File: config.mk
export PLATFORM = sky130hd
export DESIGN_NAME = ripple_count_monitor
export DESIGN_NICKNAME = d
export VERILOG_FILES = /design/src/rtl/ripple_mon_pkg.sv /design/src/rtl/ripple_sync_stage.sv /design/src/rtl/ripple_count_monitor.sv
export SDC_FILE = /design/constraint.sdc
export NUM_CORES = 1
export LEC_CHECK = 0
export CAP_MARGIN = 20
export CORE_UTILIZATION = 53
export CTS_BUF_LIST = sky130_fd_sc_hd__clkbuf_16
export CTS_CLUSTER_DIAMETER = 50
export DETAILED_ROUTE_END_ITERATION = 7
export PLACE_DENSITY_LB_ADDON = 0.1
export SLEW_MARGIN = 10
export SYNTH_ARGS = -nofsm -noshare
export SYNTH_HDL_FRONTEND = slang
export SYNTH_SLANG_ARGS = --single-unit
File: constraint.sdc
create_clock -name clk -period 5.06 [get_ports clk]
set_clock_uncertainty 0.15 [all_clocks]
set_input_delay 1.265 -clock clk [delete_from_list [all_inputs] [get_ports clk]]
set_output_delay 1.265 -clock clk [all_outputs]
set_load 0.01 [all_outputs]
File: src/rtl/ripple_mon_pkg.sv
// Shared types and default sizing for the ripple count monitor.
package ripple_mon_pkg;

  localparam int unsigned DefN            = 4;
  localparam int unsigned DefStableCycles = 2;
  localparam int unsigned DefWrapW        = 8;

  typedef enum logic {
    StAcq,
    StRun
  } state_e;

endpackage

File: src/rtl/ripple_sync_stage.sv
// Two-flop synchronizer for an asynchronous ripple count, followed by a stability filter that
// pulses accept once the synchronized value has held for STABLE_CYCLES consecutive samples.
module ripple_sync_stage #(
  parameter int unsigned N             = ripple_mon_pkg::DefN,
  parameter int unsigned STABLE_CYCLES = ripple_mon_pkg::DefStableCycles
) (
  input  logic         clk,
  input  logic         rst_n,
  input  logic [N-1:0] cnt_in,
  output logic         accept,
  output logic [N-1:0] value
);

  localparam logic [3:0] Target = 4'(STABLE_CYCLES);

  logic [N-1:0] sync1_q, sync2_q, last_q;
  logic [1:0]   fill_q;
  logic [3:0]   run_q, run_d;
  logic         same;

  // run_q == 0 means no sample has been taken yet since reset
  assign same  = (sync2_q == last_q) && (run_q != 4'd0);
  assign value = sync2_q;

  always_comb begin
    run_d  = run_q;
    accept = 1'b0;
    // fill_q masks the reset-zero contents of the synchronizer until real data arrives
    if (fill_q[1]) begin
      if (!same) begin
        run_d = 4'd1;
      end else if (run_q != Target) begin
        run_d = run_q + 4'd1;
      end
      // Fire only on reaching the target, never while parked there on an unchanged value
      accept = (run_d == Target) && !(same && (run_q == Target));
    end
  end

  always_ff @(posedge clk or negedge rst_n) begin
    if (!rst_n) begin
      sync1_q <= '0;
      sync2_q <= '0;
      last_q  <= '0;
      fill_q  <= '0;
      run_q   <= '0;
    end else begin
      sync1_q <= cnt_in;
      sync2_q <= sync1_q;
      fill_q  <= {fill_q[0], 1'b1};
      if (fill_q[1]) begin
        last_q <= sync2_q;
      end
      run_q <= run_d;
    end
  end

endmodule

File: src/rtl/ripple_count_monitor.sv
// Tracks a ripple down-counter, reporting 0 -> max wraps through a valid/ready event.
// Skip detection is built only when RIPPLE_MON_SKIP_DETECT_EN is defined.
module ripple_count_monitor
  import ripple_mon_pkg::*;
#(
  parameter int unsigned N             = DefN,
  parameter int unsigned STABLE_CYCLES = DefStableCycles,
  parameter int unsigned WRAP_W        = DefWrapW
) (
  input  logic              clk,
  input  logic              rst_n,
  input  logic [N-1:0]      cnt_in,
  output logic [N-1:0]      count_q,
  output logic              count_valid,
  output logic              wrap_valid,
  input  logic              wrap_ready,
  output logic [WRAP_W-1:0] wrap_cnt,
  output logic              wrap_ovf,
  output logic              skip_err
);

  state_e            state_q, state_d;
  logic [N-1:0]      count_d, acc_value, prev_dec;
  logic              accept, wrap;
  logic              wrap_valid_q, wrap_valid_d;
  logic [WRAP_W-1:0] wrap_cnt_q, wrap_cnt_d;
  logic              wrap_ovf_q, wrap_ovf_d;
`ifdef RIPPLE_MON_SKIP_DETECT_EN
  logic              skip_q, skip_d;
`endif

  ripple_sync_stage #(
    .N            (N),
    .STABLE_CYCLES(STABLE_CYCLES)
  ) u_sync (
    .clk   (clk),
    .rst_n (rst_n),
    .cnt_in(cnt_in),
    .accept(accept),
    .value (acc_value)
  );

  assign prev_dec = count_q - N'(1);

  always_comb begin
    state_d      = state_q;
    count_d      = count_q;
    wrap         = 1'b0;
    wrap_valid_d = wrap_valid_q && !wrap_ready;
    wrap_cnt_d   = wrap_cnt_q;
    wrap_ovf_d   = wrap_ovf_q;
`ifdef RIPPLE_MON_SKIP_DETECT_EN
    skip_d       = skip_q;
`endif
    if (accept) begin
      unique case (state_q)
        StAcq: begin
          count_d = acc_value;
          state_d = StRun;
        end
        StRun: begin
          if (acc_value != count_q) begin
            count_d = acc_value;
            if (acc_value == prev_dec) begin
              wrap = (count_q == '0);
            end else begin
`ifdef RIPPLE_MON_SKIP_DETECT_EN
              skip_d = 1'b1;
`endif
            end
          end
        end
        default: state_d = StAcq;
      endcase
    end
    // A new wrap on the consuming edge keeps the event pending rather than overflowing
    if (wrap) begin
      wrap_cnt_d   = wrap_cnt_q + WRAP_W'(1);
      wrap_valid_d = 1'b1;
      if (wrap_valid_q && !wrap_ready) begin
        wrap_ovf_d = 1'b1;
      end
    end
  end

  always_ff @(posedge clk or negedge rst_n) begin
    if (!rst_n) begin
      state_q      <= StAcq;
      count_q      <= '0;
      wrap_valid_q <= 1'b0;
      wrap_cnt_q   <= '0;
      wrap_ovf_q   <= 1'b0;
    end else begin
      state_q      <= state_d;
      count_q      <= count_d;
      wrap_valid_q <= wrap_valid_d;
      wrap_cnt_q   <= wrap_cnt_d;
      wrap_ovf_q   <= wrap_ovf_d;
    end
  end

`ifdef RIPPLE_MON_SKIP_DETECT_EN
  always_ff @(posedge clk or negedge rst_n) begin
    if (!rst_n) begin
      skip_q <= 1'b0;
    end else begin
      skip_q <= skip_d;
    end
  end
  assign skip_err = skip_q;
`else
  assign skip_err = 1'b0;
`endif

  assign count_valid = (state_q == StRun);
  assign wrap_valid  = wrap_valid_q;
  assign wrap_cnt    = wrap_cnt_q;
  assign wrap_ovf    = wrap_ovf_q;

endmodule

==> run_results.csv, run 1 <==
group,metric,value,unit
outcome,status,"completed",
global_routing,grt_pass1_vias,957,
finish,fin_nets,166,
power_and_ir_drop,irDropWorstVdd,385.5,uV
floorplanning,dieArea,3177,sq um
timing,maxSlewViolCount,0,
floorplanning,die_x,56.37,um
logic_synthesis,synth_area,1567,sq um
cts,cts_tree,"yes",
worst_setup_path,crit_arrival,2.77,ns
cts,clk-insertion-delay-late,0.28,ns
job,cap_violations,0,
routing,drc,0,
worst_setup_path,setup.worst_path.end_class,"register",
logic_synthesis,async_flop_share,100.0,%
timing,tns,0,ns
timing,layout_min_cycle_time,2.756,ns
global_routing,grt_antenna_before_repair,0,
logic_synthesis,synth_nets,140,
timing,finalCritPeriodShare,54.46,%
routing,post_drt_wl_per_cell,13.25,um
logic_synthesis,synth_area_leader_cell,"dfrtp_1",
global_routing,groute.usage.overall,17.58,%
worst_setup_path,startpoint_type,"register",
floorplanning,core.rowCount,19,
routing,wl,2451,um
logic_synthesis,synth_edf_count,0,
logic_synthesis,synth_cells,127,
logic_synthesis,avgSynthCellArea,12.33,sq um
power_and_ir_drop,pwr-share-seq,38.3,%
power_and_ir_drop,p_per_area,427.3,nW/um^2
cts,clockBufferDepth,2,
timing,hold_viol,0,
routing,first_iter_violations,45,
logic_synthesis,netlist.area_leader.share,52.72,%
global_routing,grt_pass1_wl,4188,um
power_and_ir_drop,p_leak,0.8905,nW
placement,portBuffers,21,
cts,cts_post_setup_buffers_inserted,0,
cts,path_clk_slew,0.05,ns
worst_setup_path,path_class,"register to register",
worst_setup_path,crit_fanout,8,
floorplanning,core-area,2781,sq um
routing,first_pass_iters,4,
timing,rsz0062_at_grt,"no",
worst_setup_path,required,5.07,ns
cts,cts_buffers,5,
worst_setup_path,worst_path_max_delay_cell,"or4b_1",
worst_hold_path,hold_class,"register to register",
placement,placed_cells_incl_taps,177,
logic_synthesis,synth_ff_type,"dfrtp_1",
logic_synthesis,synth_area_leaders,"dfrtp_1 53%, mux2_2 6.5%, ha_1 4.8%, xor2_1 4.5%, xnor2_1 3.9%",
power_and_ir_drop,pwr-share-comb,20.7,%
global_routing,overflow,0,
floorplanning,io_pins,23,
finish,drive_gt1_share,17.53,%
power_and_ir_drop,pwr-share-clk,40.9,%
finish,fin_util,70.54,%
logic_synthesis,ys_types,37,
logic_synthesis,yosysSeqAreaShare,52.72,%
routing,ant_nets,0,
finish,area_growth_syn_to_layout,25.24,%
logic_synthesis,ys_ff_latch,33,
cts,cts_hold_buffers,0,
timing,finalSetupViolations,0,
floorplanning,initial_utilization,56.32,%
finish,fin_cells,185,
routing,num_vias,973,
power_and_ir_drop,switching_share,26.00,%
power_and_ir_drop,p_int,0.6204,mW
finish,n_antenna_cell,0,
cts,cts.sinks,33,
power_and_ir_drop,p_sw,0.2179,mW
routing,viasPerCell,5.259,
worst_setup_path,slowest_delay,0.66,ns
cts,cts_repair_resize_count,0,
global_routing,grt_start_max_net_pins,34,
timing,fmax,362.9,MHz
logic_synthesis,yosysWarnings,0,
cts,cts.htree.levels,2,
placement,gp_congestion,0.8228,
floorplanning,dieHeight,56.37,um
cts,root_buffer,"clkbuf_16",
worst_setup_path,crit_chain,"inv_1 -> ha_1 -> nor3b_2 -> mux2i_1 -> or4b_1 -> nor2_4 -> mux2_2",
placement,post-dp-hpwl,1793,um
-- placed cells by master, fill, tap and decap left out, types with 2 or more instances in the layout --
| cell | instances |
|---|---|
| a21boi_0 | 2 |
| clkbuf_16 | 5 |
| clkdlybuf4s50_1 | 21 |
| conb_1 | 2 |
| dfrtp_1 | 33 |
| ha_1 | 6 |
| inv_1 | 8 |
| mux2_2 | 9 |
| mux2i_1 | 2 |
| nand2_1 | 7 |
| nand3_1 | 6 |
| nand3b_1 | 2 |
| nand4_1 | 2 |
| nor2_1 | 3 |
| nor3_1 | 5 |
| o21ai_0 | 3 |
| o31ai_1 | 2 |
| xnor2_1 | 7 |
| xor2_1 | 8 |
-- stage by stage --
step / cell area (sq um) / setup slack (ns) / power (mW) / hold WS [ns]
after global placement: 1790 / 2.418 / 0.4968 / 0.1821
final: 1962 / 2.304 / 0.8384 / 0.1964
after global routing: 1962 / 2.152 / 0.8736 / 0.2023
after detailed placement: 1790 / 2.305 / 0.5027 / 0.1847
after CTS: 1962 / 2.299 / 0.8490 / 0.1968
after floorplan: 1567 / 2.604 / 0.4323 / 0.1812
-- power by group through the flow --
| stage | Clock (mW) | Sequential [mW] | Combinational, mW |
|---|---|---|---|
| after detailed placement | 0 | 0.326 | 0.177 |
| final | 0.343 | 0.321 | 0.174 |
| after floorplan | 0 | 0.328 | 0.104 |
| after CTS | 0.350 | 0.322 | 0.177 |
| after global placement | 0 | 0.325 | 0.171 |
| after global routing | 0.360 | 0.327 | 0.187 |
-- cell type report --
cell class	count	area, sq um
multi-input combinational	83	678.2
inverter	8	30.03
clock inverter	3	46.29
timing repair buffer	22	217.7
fill	191	819.5
clock buffer	5	125.1
sequential	33	825.8
tap	31	38.79
-- kinds of logic after synthesis --
kind of cell	synth area share, %
DFF	52.72
buffers and inverters	3.994
adders and majority gates	4.792
and+or+nand+nor	15.66
AOI/OAI and AO/OA	6.230
muxes	7.748
xor gates and xnor gates	8.387
other	0.4794
-- synthesized netlist by cell type, types with 2 or more instances --
cell      instances
nand3_1           6
dfrtp_1          33
xnor2_1           7
nand2_1           7
o21ai_0           3
mux2_2            9
a21boi_0          2
inv_1             8
ha_1              6
nand4_1           2
o31ai_1           2
mux2i_1           2
nor2_1            3
nor3_1            5
xor2_1            8
conb_1            2
nand3b_1          2
-- worst max-delay path, delay by kind of cell (launching register included) --
family,cells,cell delay [ns]
AND/OR/NAND/NOR,3,1.11
flip-flops,1,0.46
buffers and inverters,1,0.14
multiplexers,2,0.60
adder cells (fa/ha/maj),1,0.19
-- metal layers --
| metal | global-route usage (%) | wire length, um | share of wire (%) |
|---|---|---|---|
| met1 | 21.87 | 1110 | 45 |
| met2 | 28.40 | 1218 | 50 |
| met3 | 4.839 | 68 | 2.8 |
| met4 | 8.362 | 53 | 2.2 |
| met5 | 0 | 0 | 0 |
-- path summary, 6_finish.rpt --
path / cells after the start / slack [ns] / startpoint / end
worst max-delay path: 7 / 2.30 / u_sync.run_q[0] / wrap_cnt[1]
worst min-delay path: 0 / 0.20 / u_sync.sync1_q[1] / u_sync.value[1]
worst max register to register: 7 / 2.30 / u_sync.run_q[0] / wrap_cnt[1]
worst min register to register: 0 / 0.20 / u_sync.sync1_q[1] / u_sync.value[1]
max in group asynchronous: 2 / 3.23 / rst_n / wrap_cnt[2]
min in group asynchronous: 2 / 1.24 / rst_n / wrap_cnt[4]
-- state kept, by name, indices dropped and copies added (netlist names) --
| signal | flops |
|---|---|
| wrap_ovf | 1 |
| u_sync.sync1_q | 4 |
| wrap_valid | 1 |
| u_sync.run_q | 4 |
| count_valid | 1 |
| u_sync.value | 4 |
| u_sync.last_q | 4 |
| count_q | 4 |
| u_sync.fill_q | 2 |
| wrap_cnt | 8 |
No activity file was read; power rests on OpenSTA's default activity.
==> inputs of run 2 (changes only) <==
--- a/config.mk
+++ b/config.mk
@@ -6,7 +6,7 @@
 export NUM_CORES = 1
 export LEC_CHECK = 0
 export CAP_MARGIN = 20
-export CORE_UTILIZATION = 53
+export CORE_UTILIZATION = 48
 export CTS_BUF_LIST = sky130_fd_sc_hd__clkbuf_16
 export CTS_CLUSTER_DIAMETER = 50
 export DETAILED_ROUTE_END_ITERATION = 7
==> constraint.sdc (replaced) <==
create_clock -name clk -period 2.5 [get_ports clk]
set_clock_uncertainty 0.15 [all_clocks]
set_input_delay 0.625 -clock clk [delete_from_list [all_inputs] [get_ports clk]]
set_output_delay 0.625 -clock clk [all_outputs]
set_load 0.01 [all_outputs]
==> run_results.csv, run 2 (synthesis gave the netlist of run 1 again) <==
group,metric,value,unit
outcome,status,"completed",
timing,rsz0062_at_grt,"no",
routing,post_drt_wl_per_cell,13.11,um
finish,fin_util,65.69,%
routing,ant_nets,0,
worst_setup_path,setup.worst_path.end_class,"register",
finish,area_growth_syn_to_layout,29.07,%
placement,post-place-ws,-0.07228,ns
timing,layout_min_cycle_time,2.400,ns
cts,cts_hold_buffers,0,
routing,drc,0,
global_routing,grt_pass1_wl,4457,um
cts,cts.htree.levels,2,
finish,drive_gt1_share,23.13,%
routing,wl,2675,um
worst_setup_path,crit_fanout,7,
worst_setup_path,rrSetupSlack,0.1,ns
timing,hold_viol,0,
routing,first_iter_violations,33,
timing,tns,0,ns
finish,fin_cells,204,
global_routing,grt_start_max_net_pins,34,
cts,clockBufferDepth,2,
timing,fin_hold_ws,0.1938,ns
worst_setup_path,startpoint_type,"register",
finish,design_area,2022,sq um
power_and_ir_drop,power,1.598,mW
finish,fin_nets,172,
job,cap_violations,0,
global_routing,grt_pass1_vias,993,
finish,n_antenna_cell,0,
worst_setup_path,crit_chain,"inv_2 -> ha_4 -> nor3b_4 -> mux2i_1 -> or4b_4 -> nor2_4 -> mux2_4",
cts,cts.sinks,33,
worst_setup_path,crit_arrival,2.41,ns
worst_setup_path,path_class,"register to register",
floorplanning,core-area,3078,sq um
cts,root_buffer,"clkbuf_16",
cts,cts_tree,"yes",
placement,placed_cells_incl_taps,195,
power_and_ir_drop,irDropWorstVdd,514.7,uV
floorplanning,die_x,59.13,um
cts,path_clk_slew,0.05,ns
finish,final_common_cell,"dfrtp_1",
floorplanning,initial_utilization,50.89,%
finish,largest_reg_flops,8,
placement,place_area,1844,sq um
worst_hold_path,hold_class,"register to register",
timing,maxSlewViolCount,0,
cts,clk-insertion-delay-late,0.27,ns
timing,finalSetupViolations,0,
placement,post-dp-hpwl,1891,um
global_routing,overflow,0,
floorplanning,io_pins,23,
routing,num_vias,1019,
routing,viasPerCell,4.995,
worst_setup_path,slowest_delay,0.56,ns
worst_setup_path,required,2.51,ns
floorplanning,core.rowCount,20,
floorplanning,dieHeight,59.13,um
worst_setup_path,worst_path_max_delay_cell,"or4b_4",
global_routing,groute.usage.overall,18.05,%
cts,cts_buffers,5,
routing,first_pass_iters,4,
timing,fmax,416.6,MHz
timing,fin_ws,0.09963,ns
global_routing,grt_antenna_before_repair,0,
placement,portBuffers,21,
finish,layout_common_cells,"32 x dfrtp_1, 21 x clkdlybuf4s50_1, 8 x xor2_1, 8 x mux2_2",
finish,fill_cells,253,
power_and_ir_drop,p_per_area,790.5,nW/um^2
timing,finalCritPeriodShare,96.01,%
floorplanning,dieArea,3496,sq um
power_and_ir_drop,p_leak,0.9034,nW
placement,gp_congestion,0.7278,
run 2: report_power, final:
group	internal [mW]	switching [mW]
combinational	0.206	0.175
sequential	0.593	0.0481
clock	0.364	0.211
total	1.16	0.435
run 2: final timing paths:
kind | depth (start not counted) | end | from
setup / recovery | 7 | wrap_cnt[1] | u_sync.run_q[0]
hold / removal | 0 | u_sync.value[0] | u_sync.sync1_q[0]
setup reg to reg | 7 | wrap_cnt[1] | u_sync.run_q[0]
hold reg to reg | 0 | u_sync.value[0] | u_sync.sync1_q[0]
max in group asynchronous | 2 | u_sync.run_q[1] | rst_n
min in group asynchronous | 2 | u_sync.run_q[3] | rst_n
run 2: per-layer routing:
layer | vias up | GRT usage [%] | share of wire [%]
met3 | 5 | 6.332 | 4.3
met5 | - | 0 | 0
met4 | 0 | 10.88 | 2.2
met1 | 497 | 22.21 | 45
met2 | 23 | 27.27 | 49
li1 | 494 | - | -
run 2: timing repair:
item                                    CTS  global route
pin swaps                                 0             1
endpoints found under the hold margin     0             0
setup buffers                             0             1
endpoints found under the setup margin    1             6
cloned                                    0             0
resized for setup                         1             6
run 2: critical path, delay by kind of cell, from the launching register on:
family	cells	cell delay (ns)
buffers and inverters	1	0.10
and+or+nand+nor	3	0.93
adders and majority gates	1	0.15
muxes	2	0.53
DFF	1	0.40
run 2: layout make-up:
| class | instances | area [sq um] | area share, % |
|---|---|---|---|
| Sequential cell | 33 | 827.0 | 40.90 |
| Tap cell | 44 | 55.05 | 2.723 |
| Multi-Input combinational cell | 83 | 704.4 | 34.84 |
| Clock inverter | 3 | 17.52 | 0.8663 |
| Timing Repair Buffer | 28 | 262.8 | 13.00 |
| Clock buffer | 5 | 125.1 | 6.188 |
| Inverter | 8 | 30.03 | 1.485 |
==> inputs of run 3 (changes only) <==
--- a/config.mk
+++ b/config.mk
@@ -10,6 +10,7 @@
 export CTS_BUF_LIST = sky130_fd_sc_hd__clkbuf_16
 export CTS_CLUSTER_DIAMETER = 50
 export DETAILED_ROUTE_END_ITERATION = 7
+export GPL_ROUTABILITY_DRIVEN = 0
 export PLACE_DENSITY_LB_ADDON = 0.1
 export SLEW_MARGIN = 10
 export SYNTH_ARGS = -nofsm -noshare
==> results of run 3 <==
The final DEF is identical to that of run 2; final timing and power are the same.
